<file path="config.mk">
export PLATFORM = sky130hd
export DESIGN_NAME = instruction_fetch_queue
export DESIGN_NICKNAME = d
export VERILOG_FILES = /design/src/rtl/instruction_fetch_queue.sv
export SDC_FILE = /design/constraint.sdc
export NUM_CORES = 1
export LEC_CHECK = 0
export ABC_AREA = 1
export CORE_AREA = 2 2 161 163
export DETAILED_ROUTE_END_ITERATION = 10
export DIE_AREA = 0 0 163 165
export PLACE_DENSITY = 0.72
export SLEW_MARGIN = 25
export SYNTH_ARGS = -nofsm -noshare
export SYNTH_HDL_FRONTEND = slang
export SYNTH_SLANG_ARGS = --single-unit
</file>
<file path="constraint.sdc">
create_clock -name clk -period 8.65 [get_ports clk]
set_input_delay 1.73 -clock clk [delete_from_list [all_inputs] [get_ports clk]]
set_output_delay 1.73 -clock clk [all_outputs]
set_load 0.1 [all_outputs]
</file>
<file path="src/rtl/instruction_fetch_queue.sv">
// instruction_fetch_queue: fetches one instruction at a time from imem and queues {pc, word} for decode
//  clk          rising-edge clock
//  rst          asynchronous active-low reset
//  pc_in        fetch address from the program counter
//  pc_valid     pc_in is a fetch candidate this cycle
//  pc_stall     1 = address not accepted, PC must hold
//  flush        taken branch: drop queued words and the in-flight fetch
//  imem_req     read request to instruction memory, held until imem_ack
//  imem_addr    word-aligned read address
//  imem_ack     memory returns imem_rdata this cycle
//  imem_rdata   instruction word
//  instr_out    instruction at queue head (0 when empty)
//  instr_pc     PC of the instruction at queue head (0 when empty)
//  instr_valid  queue head valid
//  instr_ready  decode consumes the head when instr_valid=1
//  count        occupied queue entries, 0..DEPTH
module instruction_fetch_queue #(
   parameter int DEPTH  = 4,
   parameter int ADDR_W = 32,
   parameter int DATA_W = 32
) (
   input  logic                     clk,
   input  logic                     rst,
   input  logic [ADDR_W-1:0]        pc_in,
   input  logic                     pc_valid,
   output logic                     pc_stall,
   input  logic                     flush,
   output logic                     imem_req,
   output logic [ADDR_W-1:0]        imem_addr,
   input  logic                     imem_ack,
   input  logic [DATA_W-1:0]        imem_rdata,
   output logic [DATA_W-1:0]        instr_out,
   output logic [ADDR_W-1:0]        instr_pc,
   output logic                     instr_valid,
   input  logic                     instr_ready,
   output logic [$clog2(DEPTH):0]   count
);
   localparam int PW = $clog2(DEPTH);
   localparam logic [PW:0] FULL = (PW+1)'(DEPTH);
   typedef enum logic [1:0] {IDLE, REQ, DISCARD} state_t;
   state_t            state, state_nx;
   logic [ADDR_W-1:0] tag;
   logic [DATA_W-1:0] data_mem [DEPTH];
   logic [ADDR_W-1:0] pc_mem   [DEPTH];
   logic [PW-1:0]     head, tail;
   logic              accept, push, pop;
   // stall is forced while reset is asserted so the PC never advances into a dead queue
   assign pc_stall    = !rst || !(state == IDLE && count != FULL && !flush);
   assign accept      = pc_valid && !pc_stall;
   // a word returning together with flush belongs to the abandoned path
   assign push        = state == REQ && imem_ack && !flush;
   assign pop         = instr_valid && instr_ready && !flush;
   // the request stays up through DISCARD: memory must see its ack before we let go
   assign imem_req    = state != IDLE;
   assign instr_valid = count != '0;
   assign instr_out   = instr_valid ? data_mem[head] : '0;
   assign instr_pc    = instr_valid ? pc_mem[head] : '0;
   always_comb begin
      state_nx = state;
      case (state)
         IDLE:    state_nx = accept ? REQ : IDLE;
         REQ:     state_nx = imem_ack ? IDLE : (flush ? DISCARD : REQ);
         DISCARD: state_nx = imem_ack ? IDLE : DISCARD;
         default: state_nx = IDLE;
      endcase
   end
   always_ff @(posedge clk or negedge rst) begin
      if (!rst) begin
         state     <= IDLE;
         imem_addr <= '0;
         tag       <= '0;
         head      <= '0;
         tail      <= '0;
         count     <= '0;
      end else begin
         state <= state_nx;
         if (accept) begin
            imem_addr <= {pc_in[ADDR_W-1:2], 2'b00};
            tag       <= pc_in;
         end
         if (flush) begin
            head  <= '0;
            tail  <= '0;
            count <= '0;
         end else begin
            if (push) tail <= tail + 1'b1;
            if (pop) head <= head + 1'b1;
            count <= count + {PW'(0), push} - {PW'(0), pop};
         end
      end
   end
   always_ff @(posedge clk) begin
      if (push) begin
         data_mem[tail] <= imem_rdata;
         pc_mem[tail]   <= tag;
      end
   end
endmodule

</file>
==> run summary <==
status: complete, no violations
number of I/O port buffers: 169
DP Wirelength: 14800 µm
Worst setup SP type: flop
DR vias/cell: 5.01
Area Growth Syn to Fin: 21.8%
Crit Path Category: flop to output pin
Hold Slack: 0.509 ns
TritonCTS clock tree: built
share of layout cells above drive strength 1: 5.80%
max_cap viols: 0
Mapped Cells: 1132
DRC errors left: 0
core box area: 25000 µm²
GRT Resource Usage Total: 19.8%
Clock Pin Slew Worst Setup and Hold Paths: 0.06 ns
flops & latches, synth: 297
sequential share of the synthesized area: 70.4%
Power Density: 378 nW/µm²
layout net count: 1331
number of distinct library cells after synthesis: 23
largest net degree at the start of global routing: 95
diode count: 0
synth warn: 0
routed vias: 8039
hold_buf cts: 0
clock period minus worst slack: 5.82 ns
vias in the first global route: 7802
DR iter-0 viols: 537
DRT Pass-1 Iters: 4
first-pass GRT wire length: 41100 µm
Post CTS Setup Buffer Count: 0
Num CTS Buffers: 29
Antenna Nets Post-Route: 0
# setup viols final: 0
hold crit path type: flop to flop
worst clock skew: 0.00641 ns
Post-CTS Resized: 0
final hold violation count: 0
antenna violations before repair: 0
CP endpoint kind: output pin
clock buffer depth: 3
worst endpoint required time: 6.92 ns
Max Slew Vio Count: 0
Total Die Area: 26900 µm²
mean area per synthesized cell: 10.9 µm²
Remaining Overflow, GRT: 0
pin slew with the least headroom to its limit: 1.07 ns
later-pin clock latency in the skew report: 0.53 ns
Die X: 163 µm
# rows: 58
I/O pins: 172
drt wl/cell: 16.5 µm
post-route clock period utilization: 67.3%
leakage power: 5.97 nW
die height: 165 µm
Sink Count: 297
VDD IR max: 367 µV
normalized max-slew margin: 28.3%
overall power: 0.00569 W
GPL Wtd Cong: 0.780
Starting Density: 49.5%
CP max FO: 94
Setup Total Neg Slack: 0 ns
Post-Syn Area: 12400 µm²
Layout fillers: 2000
fmax: 172 MHz
R2R depth: 4
total wire length: 26500 µm
RSZ-0062 raised after global routing: no
WP data arrival: 4.09 ns
clk root buf: clkbuf_16
hold path depth: 0
H-tree Lvls: 1
==> logic make-up (layout without fill, tap and decap cells) <==
group                    Yosys count  in the layout  synth area share (%)
AO/OA/AOI/OAI                     67             67                  2.71
XOR/XNOR                           1              1                0.0708
adder cells (fa/ha/maj)            7              7                 0.768
buffers and inverters            113            255                  5.41
flip-flops                       297            297                  70.4
other                              1              2                0.0303
AND/OR/NAND/NOR                  646            646                  20.6
==> critical path: stages, from the launching register on <==
cell             delay [ns]
dfrtp_4                0.73
inv_6                  0.67
buf_4                  0.49
nand2_1                0.09
nand2_1                0.07
nand2_1                0.05
a21oi_1                0.25
clkdlybuf4s50_1        1.18
==> power breakdown <==
| part | switching, W | internal [W] | total, W |
|---|---|---|---|
| Combinational | 0.00201 | 0.000516 | 0.00253 |
| Clock | 0.000508 | 0.000770 | 0.00128 |
| Sequential | 0.000157 | 0.00173 | 0.00189 |
| Total | 0.00268 | 0.00302 | 0.00569 |
==> flip-flops by register name, summed over array words and instances, names as in the netlist <==
register / count
tail: 2
head: 2
tag: 32
pc_mem: 128
count: 3
data_mem: 128
state: 2
==> synth_stat cells, drive strengths merged <==
cell type | instances | area (µm²)
nand2 | 590 | 2220
edfxtp | 256 | 7690
a21oi | 65 | 325
o21ai | 2 | 10.0
clkbuf | 10 | 37.5
inv | 19 | 73.8
buf | 84 | 558
xor2 | 1 | 8.76
nand4 | 34 | 213
conb | 1 | 3.75
fa | 1 | 20.0
nor2 | 15 | 72.6
dfrtp | 41 | 1030
nand3 | 7 | 47.6
ha | 6 | 75.1
==> worst paths after layout <==
check | endpoint | start | slack (ns)
max in group asynchronous | head[0] | rst | 6.88
min in group asynchronous | tag[15] | rst | 1.27
min reg2reg | pc_mem[0][1] | tag[1] | 0.51
max reg2reg | pc_mem[1][22] | state[1] | 5.84
max | instr_out[14] | head[0] | 2.83
min | pc_mem[0][1] | tag[1] | 0.51
==> stage by stage <==
step | area (µm²) | std cells | setup WS, ns | util (%)
4_1_cts | 15100 | 1605 | 2.53 | 60.2
6_report | 15100 | 1605 | 2.83 | 60.2
5_1_grt | 15100 | 1605 | 2.55 | 60.2
3_3_place_gp | 14000 | 1550 | 2.89 | 56.0
3_5_place_dp | 14100 | 1553 | 2.86 | 56.3
2_1_floorplan | 12400 | 1133 | 3.18 | -
==> cells in the final DEF, fill, tap and decap left out, types with 3 or more instances in the layout <==
cell	Yosys	layout
a21oi_1	65	65
buf_16	0	3
buf_4	46	12
bufinv_16	0	4
clkbuf_1	10	6
clkbuf_16	0	30
clkdlybuf4s50_1	0	168
clkinv_2	0	5
dfrtp_1	41	39
edfxtp_1	256	256
ha_1	6	6
inv_1	15	15
inv_4	1	3
nand2_1	589	589
nand3_1	6	6
nand4_1	34	34
nor2_1	14	10
nor2_4	0	4
==> final cells by class <==
cell class	count	area, µm²	share of cell area, %
Inverter	19	78.8	0.523
Multi-Input combinational cell	723	3030	20.1
Clock inverter	14	178	1.18
Sequential cell	297	8720	57.8
Clock buffer	38	801	5.31
Tap cell	330	413	2.74
Timing Repair Buffer	184	1860	12.3
==> per-layer routing <==
layer	global-route usage [%]	wire length (µm)	vias to the layer above
met5	0	0	-
met2	36.2	13500	217
met4	4.67	433	0
met1	24.9	11000	3815
met3	3.06	1530	29
li1	-	-	3978
Power figures use the tool's default switching activity.
